<file path="src/rtl/game_pkg.sv">
// Shared types and constants for the game display blocks.
// Banner geometry and blink timing defaults live here so the top and FSM agree.
package game_pkg;

  typedef enum logic [1:0] {IDLE, BLINK, HOLD} banner_state_t;

  localparam int SCREEN_W = 640;
  localparam int SCREEN_H = 480;

  localparam int BANNER_ROM_ROWS      = 16;
  localparam int BANNER_ROW_BITS      = 65;
  localparam int BANNER_SCALE_LOG2    = 2;
  localparam int BANNER_X0            = 190;
  localparam int BANNER_Y0            = 208;
  localparam int BANNER_BLINK_FRAMES  = 30;
  localparam int BANNER_BLINK_TOGGLES = 6;

endpackage

</file>
<file path="src/rtl/banner_blink_fsm.sv">
// Blink-then-hold sequencer for the win banner, counted in frames.
// Produces the frame-aligned visible flag and the active (not idle) flag.
module banner_blink_fsm
  import game_pkg::*;
#(
  parameter int BLINK_FRAMES  = BANNER_BLINK_FRAMES,
  parameter int BLINK_TOGGLES = BANNER_BLINK_TOGGLES
) (
  input  logic Clk,
  input  logic Reset_n,
  input  logic win,
  input  logic clear,
  input  logic frame_start,
  output logic visible,
  output logic active
);

  localparam int FW = $clog2(BLINK_FRAMES);
  localparam int TW = $clog2(BLINK_TOGGLES + 1);

  banner_state_t state, state_nxt;
  logic [FW-1:0] frame_cnt, frame_nxt;
  logic [TW-1:0] toggle_cnt, toggle_nxt;
  logic          visible_nxt;
  logic          last_frame;

  assign last_frame = (frame_cnt == FW'(BLINK_FRAMES - 1));

  always_ff @(posedge Clk) begin
    if (!Reset_n) begin
      state      <= IDLE;
      frame_cnt  <= '0;
      toggle_cnt <= '0;
      visible    <= 1'b0;
    end else begin
      state      <= state_nxt;
      frame_cnt  <= frame_nxt;
      toggle_cnt <= toggle_nxt;
      visible    <= visible_nxt;
    end
  end

  // clear wins over everything; win outside IDLE never restarts the sequence
  always_comb begin
    state_nxt   = state;
    frame_nxt   = frame_cnt;
    toggle_nxt  = toggle_cnt;
    visible_nxt = visible;
    if (clear) begin
      state_nxt   = IDLE;
      frame_nxt   = '0;
      toggle_nxt  = '0;
      visible_nxt = 1'b0;
    end else begin
      case (state)
        IDLE: begin
          if (win) begin
            state_nxt   = BLINK;
            frame_nxt   = '0;
            toggle_nxt  = '0;
            visible_nxt = 1'b1;
          end
        end
        BLINK: begin
          if (frame_start) begin
            if (last_frame) begin
              frame_nxt  = '0;
              toggle_nxt = toggle_cnt + TW'(1);
              if (toggle_cnt == TW'(BLINK_TOGGLES - 1)) begin
                state_nxt   = HOLD;
                visible_nxt = 1'b1;
              end else begin
                visible_nxt = ~visible;
              end
            end else begin
              frame_nxt = frame_cnt + FW'(1);
            end
          end
        end
        HOLD: begin
          visible_nxt = 1'b1;
        end
        default: begin
          state_nxt   = IDLE;
          visible_nxt = 1'b0;
        end
      endcase
    end
  end

  always_comb begin
    active = (state != IDLE);
  end

endmodule

</file>
<file path="src/rtl/win_banner_ctrl.sv">
// Win banner controller: blink sequencing plus a 2-stage pixel pipeline that
// maps DrawX/DrawY onto the external banner ROM and emits banner_on.
module win_banner_ctrl
  import game_pkg::*;
#(
  parameter int ROM_ROWS      = BANNER_ROM_ROWS,
  parameter int ROW_BITS      = BANNER_ROW_BITS,
  parameter int SCALE_LOG2    = BANNER_SCALE_LOG2,
  parameter int X0            = BANNER_X0,
  parameter int Y0            = BANNER_Y0,
  parameter int BLINK_FRAMES  = BANNER_BLINK_FRAMES,
  parameter int BLINK_TOGGLES = BANNER_BLINK_TOGGLES
) (
  input  logic                        Clk,
  input  logic                        Reset_n,
  input  logic                        win,
  input  logic                        clear,
  input  logic                        frame_start,
  input  logic [9:0]                  DrawX,
  input  logic [9:0]                  DrawY,
  output logic [$clog2(ROM_ROWS)-1:0] rom_addr,
  input  logic [ROW_BITS-1:0]         rom_data,
  output logic                        banner_on,
  output logic                        active
);

  localparam int AW   = $clog2(ROM_ROWS);
  localparam int COLW = $clog2(ROW_BITS);

  logic            visible;
  logic [10:0]     dx, dy;
  logic            in_region;
  logic [COLW-1:0] col;
  logic            v1;
  logic            pix;

  banner_blink_fsm #(
    .BLINK_FRAMES (BLINK_FRAMES),
    .BLINK_TOGGLES(BLINK_TOGGLES)
  ) u_blink (
    .Clk        (Clk),
    .Reset_n    (Reset_n),
    .win        (win),
    .clear      (clear),
    .frame_start(frame_start),
    .visible    (visible),
    .active     (active)
  );

  // Offsets are 11-bit two's complement; bit 10 set means left of / above the banner.
  assign dx = {1'b0, DrawX} - 11'(X0);
  assign dy = {1'b0, DrawY} - 11'(Y0);
  assign in_region = !dx[10] && (dx[9:0] < 10'(ROW_BITS << SCALE_LOG2)) &&
                     !dy[10] && (dy[9:0] < 10'(ROM_ROWS << SCALE_LOG2));

  always_ff @(posedge Clk) begin
    if (!Reset_n) begin
      rom_addr <= '0;
      col      <= '0;
      v1       <= 1'b0;
    end else begin
      if (in_region) begin
        rom_addr <= dy[SCALE_LOG2 +: AW];
      end
      col <= dx[SCALE_LOG2 +: COLW];
      v1  <= in_region & visible;
    end
  end

  // v1 gates the ROM bit select so an out-of-range column never reaches rom_data.
  always_comb begin
    pix = 1'b0;
    if (v1 && (col < COLW'(ROW_BITS))) begin
      pix = rom_data[COLW'(ROW_BITS - 1) - col];
    end
  end

  always_ff @(posedge Clk) begin
    if (!Reset_n) begin
      banner_on <= 1'b0;
    end else begin
      banner_on <= pix;
    end
  end

endmodule

</file>
<file path="config.mk">
export PLATFORM = sky130hd
export DESIGN_NAME = win_banner_ctrl
export DESIGN_NICKNAME = d
export VERILOG_FILES = /design/src/rtl/game_pkg.sv /design/src/rtl/banner_blink_fsm.sv /design/src/rtl/win_banner_ctrl.sv
export SDC_FILE = /design/constraint.sdc
export NUM_CORES = 1
export LEC_CHECK = 0
export ABC_CLOCK_PERIOD_IN_PS = 8400
export BUFFER_PORTS_ARGS = -buffer_cell sky130_fd_sc_hd__buf_2
export CORE_UTILIZATION = 50
export CTS_CLUSTER_DIAMETER = 150
export DETAILED_ROUTE_END_ITERATION = 12
export GPL_ROUTABILITY_DRIVEN = 0
export GPL_TIMING_DRIVEN = 0
export PLACE_DENSITY_LB_ADDON = 0.05
export SLEW_MARGIN = 20
export SYNTH_ARGS = -nofsm -noshare
export SYNTH_HDL_FRONTEND = slang
export SYNTH_HIERARCHICAL = 1
export SYNTH_SLANG_ARGS = --single-unit
</file>
<file path="constraint.sdc">
create_clock -name Clk -period 8.4 [get_ports Clk]
set_input_delay 0.84 -clock Clk [delete_from_list [all_inputs] [get_ports Clk]]
set_output_delay 0.84 -clock Clk [all_outputs]
set_load 0.01 [all_outputs]
</file>
* Word-level counts from Yosys, hierarchy flattened *
Cells that the tools add are included.
W data, S select, Z words.

storage, ports and cells
  latch bits = 0
  output and inout bits = 6
  bits of input ports = 90
  logic and storage cells = 64
  ROM bits = 0
  flip-flop bits (word level) = 24
  memories = 0
  memory bits (writable) = 0

cells by class
  equality and inequality tests = 8
  multiplexer cells = 20
  divide/modulo/power cells = 0
  reduce and logical (&&, ||, !) cells = 15
  $lt $le $gt $ge = 4
  multipliers = 0
  bitwise logic cells = 4
  shift operators = 0
  add/sub/neg operators = 5

operators by type and width
  cell                     count
  $sub A10 B8 Y11 const B  2
  $mux W5                  3
  $lt A10 B7 Y1 const B    1
  $lt A10 B9 Y1 const B    1
  $pmux W5 S2              1
  $mux W3                  3
  $lt A7 B8 Y1 const B     1
  $mux W2                  4
  $bmux W1 S7              1
  $lt A7 B7 Y1 const B     1
  $sub A7 B7 Y7 const A    1
  $pmux W2 S3              1
  $pmux W3 S2              1
  $reduce_and A3 Y1        2
  $add A5 B1 Y5 const B    1
  $eq A5 B5 Y1 const B     1
  $mux W1                  5
  $reduce_and A5 Y1        1
  $logic_and A1 B1 Y1      4
  $ne A2 B1 Y1 const B     2
  $ne A2 B2 Y1 const B     2
  $reduce_and A4 Y1        1
  $reduce_bool A2 Y1       2
  $add A3 B1 Y3 const B    1
  10 further kinds         13

* Longest topological paths before layout *
Gate-level depths: netlist (run 1).

  depth after elaboration = 6
  gate-level depth with buffers = 11
  mapped depth without buffers = 8

* By module *
The synthesis (run 1) kept the hierarchy.

by module, submodules not included
  module            times used  cells an instance  seq. area each (sq um)  area an instance (sq um)
  win_banner_ctrl   1           160                260.2                   1,442.6
  banner_blink_fsm  1           77                 220.2                   619.3

* Worst setup path before layout (run 1) *
Ideal clock, no wire load.

  path type = register to register
  start = register col[0]
  end = register banner_on
  clock period less this slack = 2.686 ns
  setup time = 0.128 ns
  setup slack = 5.714 ns
  cell stages (with the launch flop) = 12
  path buffers = 4
  arrival time = 2.558 ns
  required time = 8.272 ns
  cells stage by stage = dfxtp_1 -> buf_6 -> clkbuf_8 -> inv_1 -> ha_1 -> clkbuf_1 -> buf_2 -> mux4_2 -> mux4_2 -> or2_0 -> o2111ai_2 -> o211ai_2

on the way
  cells in the longest elaborated chain, start to end = 3
  elaborated cells on any way between the ends = 6
  classes of those cells = add/sub (1); order compare (1); mux (2); reduce/logical (2)

ends and longest elaborated chain
  element                                                             RTL line                                      source
  start, declared                                                     win_banner_ctrl.sv:33                         logic [COLW-1:0] col;
  start signal, assigned                                              win_banner_ctrl.sv:65                         col <= dx[SCALE_LOG2 +: COLW];
  $sub A7 B7 Y7 or $lt A7 B7 Y1 (tied branches)                       win_banner_ctrl.sv:74, win_banner_ctrl.sv:73
  $bmux W1 S7 or $logic_and A1 B1 Y1 (tied branches)                  win_banner_ctrl.sv:74, win_banner_ctrl.sv:73
  $mux W1 (not written as such) or $reduce_and A2 Y1 (tied branches)  n/a
  end signal, assigned                                                win_banner_ctrl.sv:82                         banner_on <= pix;
  end, declared                                                       win_banner_ctrl.sv:23                         output logic banner_on,

Parallel ways exist; a longest one is shown, timed or not. The select of a mux whose other input is x is not followed.
A chain may end at the register's enable or synchronous reset.

* Final worst setup path (run 1) *
Ends and elaborated chain as after synthesis.

==> results of run 1 <==
==> per-stage QoR <==
step	area, um^2	utilization	std cells
3_3_place_gp	2580	0.680	377
2_1_floorplan	2060	-	237
3_5_place_dp	2580	0.680	377
5_1_grt	2650	0.699	381
6_report	2650	0.699	381
4_1_cts	2650	0.699	381
==> metal layers <==
layer / track usage / part of all wire / up-vias
met3: 0.0448 / 0.064 / 12
met2: 0.425 / 0.50 / 71
met5: 0 / 0 / -
met1: 0.269 / 0.42 / 963
li1: - / - / 1069
met4: 0.0798 / 0.024 / 0
==> cell type report <==
class,count,area [um^2]
multi-input cells,189,1460
fillers,337,1140
flip-flops and latches,24,480
repair buffers,92,460
plain buffers,11,71.3
well taps,48,60.1
inverters,13,48.8
clock buffers,3,41.3
clock inverters,1,30.0
==> power groups by stage <==
stage / Clock (mW) / Combinational (mW) / Sequential (mW)
after floorplan: 0 / 0.0782 / 0.122
after global placement: 0 / 0.112 / 0.122
after detailed placement: 0 / 0.114 / 0.122
after CTS: 0.106 / 0.115 / 0.120
after global routing: 0.109 / 0.126 / 0.120
final: 0.102 / 0.114 / 0.120
==> synth_stat cells (all sizes together), types with 2 or more instances <==
library cell	instances
ha	7
a311oi	4
o31ai	2
a22oi	2
nor4	4
nor2b	4
or4b	2
nor3b	2
mux4	13
xor2	4
nand3	11
nand4	4
a21oi	6
inv	13
mux2i	9
o21ai	7
nor3	5
buf	6
nand2	33
nor2	24
dfxtp	24
a31oi	2
o211ai	2
and2	3
and3b	2
nand2b	5
nand3b	2
clkbuf	5
xnor2	10
or3	3
==> cells by family (layout without fill, tap and decap cells) <==
group | after synthesis | in the layout | share of synthesized area
adder cells (fa/ha/maj) | 7 | 7 | 0.0425
AO/OA/AOI/OAI | 36 | 36 | 0.127
buffers and inverters | 24 | 120 | 0.0582
multiplexers | 23 | 23 | 0.206
XOR/XNOR | 14 | 14 | 0.0668
flip-flops | 24 | 24 | 0.233
AND/OR/NAND/NOR | 109 | 109 | 0.267
==> critical path: stages, from the launching register on <==
cell       delay (ns)
dfxtp_1          0.37
buf_6            0.16
clkbuf_8         0.19
inv_1            0.08
ha_1             0.28
clkbuf_1         0.29
buf_2            0.30
mux4_2           0.33
mux4_2           0.47
or2_0            0.24
o2111ai_2        0.09
o211ai_2         0.10
==> how the worst max path moves through the flow <==
stage	cells past startpoint	startpoint	slack, ns	endpoint
6_report	11	col[0]	5.39	banner_on
5_1_grt	11	col[0]	5.21	banner_on
4_1_cts	11	col[0]	5.36	banner_on
3_5_place_dp	11	col[0]	5.37	banner_on
3_3_place_gp	11	col[0]	5.41	banner_on
2_1_floorplan	11	col[0]	5.71	banner_on
==> flip-flops by register name, summed over array words and instances, names as in the netlist <==
name,flops
rom_addr,4
u_blink/state,2
banner_on,1
u_blink/frame_cnt,5
u_blink/toggle_cnt,3
u_blink/visible,1
v1,1
col,7
==> results.sh, run 1 <==
export IMPL_status="completed"
export IMPL_timing_final_crit_share=0.358
export IMPL_p_switching_uw=95.4
export IMPL_yosysSeqAreaShare=0.233
export IMPL_hold_viol=0
export IMPL_synthTopCellsByArea="dfxtp_1, mux4_1, mux4_2, nand2_1, mux2i_1"
export IMPL_place_ws_ns=5.37
export IMPL_worstPathRequired_ns=8.55
export IMPL_cts_setup_buffers=0
export IMPL_maxSlewViolCount=0
export IMPL_fin_nets=431
export IMPL_areaGrowthSynthToFinish_pct=28.7
export IMPL_rsz0062_at_grt="false"
export IMPL_ys_types=56
export IMPL_cts_made_buffers=3
export IMPL_reg2regPathDepth=11
export IMPL_synth_edff_count=0
export IMPL_core_area_um2=3800
export IMPL_maxCapViolations=0
export IMPL_final_cell_mix="buf_2, nand2_1, nor2_1, dfxtp_1, inv_1"
export IMPL_setup_tns_ns=0
export IMPL_holdPathEnd="rom_addr[0]"
export IMPL_total_power_uw=336
export IMPL_grt_antenna_before_repair=0
export IMPL_vias=2115
export IMPL_syn_area_per_cell_um2=8.70
export IMPL_syn_area_um2=2060
export IMPL_clk_pin_slew_ns=0.09
export IMPL_min_delay_start="rom_addr[0]"
export IMPL_ctsHoldBuffers=0
export IMPL_htreeDepth=1
export IMPL_synth_top_area_frac=0.233
export IMPL_firstDrtPassIters=4
export IMPL_worstHoldPathCells=2
export IMPL_power_frac_seq=0.356
export IMPL_die_area_um2=4390
export IMPL_r2r_setup_slack_ns=5.39
export IMPL_yosysTopAreaCell="dfxtp_1"
export IMPL_async_flop_share=0
export IMPL_drt_iter0_drc=96
export IMPL_critPathKind="flip-flop to flip-flop"
export IMPL_dominantRegCellSynth="dfxtp_1"
export IMPL_diodes=0
export IMPL_clockRootBuffer="clkbuf_8"
export IMPL_ant_nets=0
export IMPL_fin_skew_ns=0.00438
export IMPL_ys_seq_elements=24
export IMPL_tightest_slew_ns=0.541
export IMPL_wire_per_inst_um=13.2
export IMPL_layout_setup_ws_ns=5.39
export IMPL_portBuffers=92
export IMPL_max_freq_mhz=333
export IMPL_p_leak_nw=1.18
export IMPL_io_pins=96
export IMPL_hp_class="flip-flop to flip-flop"
export IMPL_p_clk_frac=0.305
export IMPL_initial_core_util=0.543
export IMPL_vias_per_cell=5.55
export IMPL_die_y_um=66.2
export IMPL_ys_warn_count=6
export IMPL_clock_path_buffers=2
export IMPL_clock_sinks=24
export IMPL_cts_tree="yes"
export IMPL_setup_worst_path_end_class="flip-flop"
export IMPL_drive_above_1_share=0.357
export IMPL_grt_util_all_layers=0.233
export IMPL_grt_first_pass_wirelength_um=7870
export IMPL_grt_pass1_vias=1832
export IMPL_grt_max_degree=15
export IMPL_syn_nets=334
export IMPL_syn_inst=237
export IMPL_dp_hpwl_um=4150
export IMPL_holdWs_ns=0.463
export IMPL_slew_headroom=0.636
export IMPL_power_density_nw_per_um2=127
export IMPL_r2r_start="col[0]"
export IMPL_start_kind="flip-flop"
export IMPL_swShare=0.284
export IMPL_critical_path_arrival_ns=3.16
export IMPL_fp_dieW_um=66.2
export IMPL_path_max_fanout=10
export IMPL_layout_commonest_cell="buf_2"
export IMPL_combPwrFrac=0.339
export IMPL_row_count=22
export IMPL_route_detailed_drc=0
export IMPL_peakVddDrop_mv=0.0925
export IMPL_post_cts_resized=0
export IMPL_grt_ovfl_total=0
export IMPL_setup_viol=0
export IMPL_intPower_uw=241
export IMPL_wl_um=5020
export IMPL_layout_min_cycle_time_ns=3.01
export IMPL_regToRegEndpoint="banner_on"
export IMPL_clkLatencyLatePin_ns=0.27
Note: power is estimated with default switching activity, not from simulation.
==> run 2: changes to the inputs <==
Settings changed: ABC_AREA from default to 1, ABC_CLOCK_PERIOD_IN_PS 8400 to 3100, CORE_UTILIZATION 50 to 49.
Clock period 8.4 ns to 3.1 ns, I/O delays scaled along.
==> run 2 against run 1 <==
Against the previous run: design area up 12%; via count up 30%; fmax up 28%; core utilization down 4.1 points; die area up 17%; worst hold slack worse by 0.14 ns; largest cell class unchanged.
==> results.sh, run 2 <==
export IMPL_status="completed"
export IMPL_htreeDepth=1
export IMPL_drive_above_1_share=0.248
export IMPL_yosysSeqAreaShare=0.203
export IMPL_clkLatencyLatePin_ns=0.26
export IMPL_p_leak_nw=1.70
export IMPL_ys_warn_count=6
export IMPL_ys_types=31
export IMPL_syn_nets=525
export IMPL_setup_viol=0
export IMPL_synth_edff_count=0
export IMPL_yosysMostFrequentCell="nand2_1"
export IMPL_async_flop_share=0
export IMPL_largest_reg_flops=7
export IMPL_grt_ovfl_total=0
export IMPL_clockRootBuffer="clkbuf_8"
export IMPL_instances_no_fill=576
export IMPL_dominantRegCellSynth="dfxtp_1"
export IMPL_top_register="col"
export IMPL_grt_max_degree=15
export IMPL_fp_dieW_um=71.5
export IMPL_yosys_area_share_adder=0.0370
export IMPL_core_area_um2=4500
export IMPL_maxCapViolations=0
export IMPL_timing_final_crit_share=0.759
export IMPL_synth_xor_area_frac=0.0254
export IMPL_layout_setup_ws_ns=0.748
export IMPL_die_area_um2=5110
export IMPL_maxSlewViolCount=0
export IMPL_power_density_nw_per_um2=344
export IMPL_peakVddDrop_mv=0.318
export IMPL_portBuffers=92
export IMPL_synthSimpleGateAreaFrac=0.494
export IMPL_critPathKind="flip-flop to flip-flop"
export IMPL_design_area_um2=2960
export IMPL_route_detailed_drc=0
export IMPL_ant_nets=0
export IMPL_syn_inst=428
export IMPL_fin_nets=622
export IMPL_rsz0062_at_grt="false"
export IMPL_die_y_um=71.5
export IMPL_cts_setup_buffers=0
export IMPL_synth_top_family_by_area="simple AND/OR/NAND/NOR gates"
export IMPL_syn_area_per_cell_um2=5.53
export IMPL_vias_per_cell=4.78
export IMPL_grt_pass1_vias=2414
export IMPL_place_area_um2=2890
export IMPL_place_ws_ns=0.764
export IMPL_min_delay_start="DrawY[4]"
export IMPL_clock_path_buffers=2
export IMPL_worstPathRequired_ns=3.31
export IMPL_hp_class="primary input to flip-flop"
export IMPL_start_kind="flip-flop"
export IMPL_dp_cells=572
export IMPL_holdWs_ns=0.325
export IMPL_holdPathEnd="rom_addr[2]"
export IMPL_firstDrtPassIters=4
export IMPL_top_regs="col x7, u_blink/frame_cnt x5, rom_addr x4"
export IMPL_tightest_slew_ns=0.625
export IMPL_setup_worst_path_end_class="flip-flop"
export IMPL_ctsHoldBuffers=0
export IMPL_areaGrowthSynthToFinish_pct=25.2
export IMPL_ys_seq_elements=24
export IMPL_post_cts_resized=0
export IMPL_dp_hpwl_um=4580
export IMPL_r2r_setup_slack_ns=0.75
export IMPL_synth_top_area_frac=0.233
export IMPL_max_freq_mhz=425
export IMPL_initial_core_util=0.526
export IMPL_slew_headroom=0.580
export IMPL_grt_util_all_layers=0.222
export IMPL_critical_path_arrival_ns=2.56
export IMPL_synth_compound_area_frac=0.0893
export IMPL_reg2regPathDepth=13
export IMPL_syn_area_um2=2370
export IMPL_yosysTopAreaCell="nand2_1"
export IMPL_regToRegEndpoint="banner_on"
export IMPL_fin_skew_ns=0.00271
export IMPL_drt_iter0_drc=119
export IMPL_io_pins=96
export IMPL_wire_per_inst_um=9.82
export IMPL_grt_antenna_before_repair=0
export IMPL_layout_commonest_cell="nand2_1"
export IMPL_clock_sinks=24
export IMPL_setup_tns_ns=0
export IMPL_clk_pin_slew_ns=0.08
export IMPL_wl_um=5660
export IMPL_r2r_start="col[0]"
export IMPL_layout_min_cycle_time_ns=2.35
export IMPL_final_util=0.658
export IMPL_row_count=24
export IMPL_diodes=0
export IMPL_hold_viol=0
export IMPL_grt_first_pass_wirelength_um=9540
export IMPL_path_max_fanout=10
export IMPL_final_cell_mix="nand2_1, buf_2, inv_1"
export IMPL_synthTopCellsByArea="nand2_1, dfxtp_1, nand3_1, inv_1, nor2_1"
export IMPL_synth_area_mux_share=0
export IMPL_vias=2753
export IMPL_cts_tree="yes"
export IMPL_cts_made_buffers=3
export IMPL_synth_commonest_cells="nand2_1, inv_1, nand3_1"
export IMPL_total_power_mw=1.02
export IMPL_worstHoldPathCells=4
==> run 2: cell count changes in the layout (fill, tap and decap cells not counted), sizes merged, moves of 5 or more <==
cell and change:
mux4 -13, nand3 +43, mux2i -9, a21oi +8, inv +55, o21ai +13, nor2 +34, xnor2 -7
nand2 +121, nand2b -5
==> run 2: final cells by class <==
cell class | instances | area, um^2
fillers | 453 | 1540
multi-input cells | 324 | 1530
flip-flops and latches | 24 | 480
repair buffers | 92 | 460
inverters | 69 | 260
plain buffers | 11 | 97.6
well taps | 52 | 65.1
clock buffers | 3 | 41.3
clock inverters | 1 | 30.0
==> run 2: how the worst max path moves through the flow <==
stage	start	endpoint	slack [ns]	cells past startpoint
final	col[0]	banner_on	0.75	13
after global routing	col[0]	banner_on	0.52	14
after CTS	col[0]	banner_on	0.73	13
after detailed placement	col[0]	banner_on	0.76	13
after global placement	col[0]	banner_on	0.76	13
after floorplan	col[0]	banner_on	1.16	14
==> run 2: cells by family after synthesis <==
| kind of cell | after synthesis |
|---|---|
| buf+inv | 80 |
| xor+xnor | 6 |
| flops | 24 |
| simple gates | 274 |
| fa+ha+maj | 7 |
| compound gates | 37 |
==> run 2: report_power, final <==
part           switching (mW)  internal [mW]
combinational           0.241          0.171
sequential             0.0126          0.322
clock                  0.0986          0.172
total                   0.353          0.666
==> run 2: critical path, stage by stage, from the launching register on <==
cell and delay, ns:
dfxtp_1 0.31, buf_2 0.21, inv_2 0.09, buf_2 0.19
ha_1 0.39, clkbuf_1 0.39, nand3_1 0.19, nand3_1 0.12
nand3_1 0.09, nand2_1 0.08, nand2_1 0.05, nand2_1 0.07
nor2_1 0.04, nor2_1 0.08
==> run 2: layer usage <==
layer / track usage / vias to the layer above / wire (um)
li1: - / 1510 / -
met1: 0.263 / 1160 / 2630
met2: 0.425 / 75 / 2660
met3: 0.0197 / 8 / 295
met4: 0.0588 / 0 / 76
met5: 0 / - / 0
==> run 3: changes to the inputs <==
Settings changed: ABC_CLOCK_PERIOD_IN_PS 3100 to 2200.
Clock period 3.1 ns to 2.2 ns, I/O delays scaled along.
==> run 3 against run 2 <==
Against the previous run: first-iteration DRC count fell by 6.7%; wire length rose by 2.5%; flip-flop and latch count unchanged; combinational power up 49%; non-clock buffer count down 1; global-route usage barely moved; final cell count up 0.17%; worst hold slack got worse by 0.088 ns; largest power group unchanged.
==> results.sh, run 3 (synthesis results as in run 2) <==
export IMPL_status="completed"
export IMPL_hold_viol=0
export IMPL_ant_nets=0
export IMPL_crit_chain="clkbuf_4, inv_2, buf_2, ha_4, buf_4, nor2_1, o21ai_0, nand3_1, nand3_1, nand2_1, nand2_1, nand2_1, nor2_1, nor2_1"
export IMPL_top_register="col"
export IMPL_setup_tns_ns=0
export IMPL_critical_path_arrival_ns=2.18
export IMPL_fp_dieW_um=71.5
export IMPL_fin_skew_ns=0.00206
export IMPL_cts_tree="yes"
export IMPL_die_area_um2=5110
export IMPL_layout_min_cycle_time_ns=2.02
export IMPL_maxCapViolations=0
export IMPL_clockRootBuffer="clkbuf_8"
export IMPL_htreeDepth=1
export IMPL_final_cell_mix="nand2_1, buf_2, inv_1"
export IMPL_layout_setup_ws_ns=0.184
export IMPL_grt_util_all_layers=0.222
export IMPL_firstDrtPassIters=4
export IMPL_clock_sinks=24
export IMPL_grt_max_degree=15
export IMPL_die_y_um=71.5
export IMPL_grt_use_met3=0.0197
export IMPL_grt_first_pass_wirelength_um=9530
export IMPL_p_leak_nw=1.72
export IMPL_drive_above_1_share=0.259
export IMPL_areaGrowthSynthToFinish_pct=28.2
export IMPL_cpPeakStageDelay_ns=0.34
export IMPL_r2r_setup_slack_ns=0.18
export IMPL_initial_core_util=0.526
export IMPL_setup_viol=0
export IMPL_tightest_slew_ns=0.536
export IMPL_setup_worst_path_end_class="flip-flop"
export IMPL_slew_headroom=0.642
export IMPL_clock_path_buffers=2
export IMPL_place_ws_ns=-0.136
export IMPL_instances_no_fill=577
export IMPL_grt_pass1_vias=2412
export IMPL_wl_um=5800
export IMPL_total_power_mw=1.47
export IMPL_holdWs_ns=0.237
export IMPL_row_count=24
export IMPL_maxSlewViolCount=0
export IMPL_rsz0062_at_grt="false"
export IMPL_hp_class="primary input to flip-flop"
export IMPL_grt_antenna_before_repair=0
export IMPL_max_freq_mhz=496
export IMPL_fin_nets=623
export IMPL_top_usage_layer="met2"
export IMPL_core_area_um2=4500
export IMPL_timing_final_crit_share=0.916
export IMPL_dp_hpwl_um=4580
export IMPL_wire_per_inst_um=10.0
export IMPL_ctsHoldBuffers=0
export IMPL_worstPathRequired_ns=2.36
export IMPL_slowest_stage="ha_4"
export IMPL_vias=2809
export IMPL_cts_made_buffers=3
export IMPL_largest_reg_flops=7
export IMPL_power_density_nw_per_um2=485
export IMPL_gr_usage_met1=0.264
export IMPL_use_met2=0.424
export IMPL_io_pins=96
export IMPL_path_max_fanout=10
export IMPL_clk_pin_slew_ns=0.08
export IMPL_route_detailed_drc=0
export IMPL_drt_iter0_drc=111
export IMPL_n_fill_cell=443
export IMPL_peakVddDrop_mv=0.446
export IMPL_vias_per_cell=4.87
export IMPL_critPathKind="flip-flop to flip-flop"
export IMPL_dp_cells=572
export IMPL_grt_ovfl_total=0
export IMPL_start_kind="flip-flop"
export IMPL_diodes=0
export IMPL_top_regs="col x7, u_blink/frame_cnt x5, rom_addr x4"
export IMPL_portBuffers=92
export IMPL_layout_commonest_cell="nand2_1"
export IMPL_clkLatencyLatePin_ns=0.26
run 3: metal layers:
metal	vias up	wire (um)
met5	-	0
met4	0	110
met3	10	360
met2	93	2770
met1	1191	2560
li1	1515	-
run 3: critical path, delay by kind of cell (launching register included):
| kind | cells | cell delay [ns] |
|---|---|---|
| adder cells (fa/ha/maj) | 1 | 0.34 |
| buffers and inverters | 4 | 0.66 |
| AND/OR/NAND/NOR | 8 | 0.52 |
| AO/OA/AOI/OAI | 1 | 0.08 |
| flip-flops | 1 | 0.31 |
run 3: timing repair:
action,4_1_cts,5_1_grt
gates cloned,0,2
endpoints found under the setup margin,1,1
endpoints found under the hold margin,0,0
setup buffers,0,0
resized for setup,2,9
pin swaps,0,1
run 3: final timing paths:
| path | from | to | cells after the start |
|---|---|---|---|
| setup reg to reg | col[0] | banner_on | 14 |
| hold reg to reg | u_blink/visible | v1 | 2 |
| hold / removal | DrawY[4] | rom_addr[2] | 4 |
| setup / recovery | col[0] | banner_on | 14 |
run 3: report_power, final:
part           leakage, nW  switching (mW)  internal [mW]
combinational         1.49           0.353          0.263
clock               0.0357           0.136          0.243
sequential           0.196          0.0213          0.454
total                 1.72           0.511          0.960
run 3: area by class of cell:
cell class | instances | area [um^2] | area share
Sequential cell | 24 | 480 | 0.158
Timing Repair Buffer | 92 | 460 | 0.152
Clock inverter | 1 | 30.0 | 0.00990
Inverter | 69 | 264 | 0.0870
Clock buffer | 3 | 41.3 | 0.0136
Buffer | 10 | 100 | 0.0330
Timing Repair inverter | 1 | 5.00 | 0.00165
Multi-Input combinational cell | 325 | 1590 | 0.523
Tap cell | 52 | 65.1 | 0.0214
run 3: stage by stage:
| stage | cell area, um^2 | util |
|---|---|---|
| after global placement | 2890 | 0.642 |
| after global routing | 3030 | 0.674 |
| after detailed placement | 2890 | 0.642 |
| final | 3030 | 0.674 |
| after floorplan | 2370 | - |
| after CTS | 2970 | 0.659 |
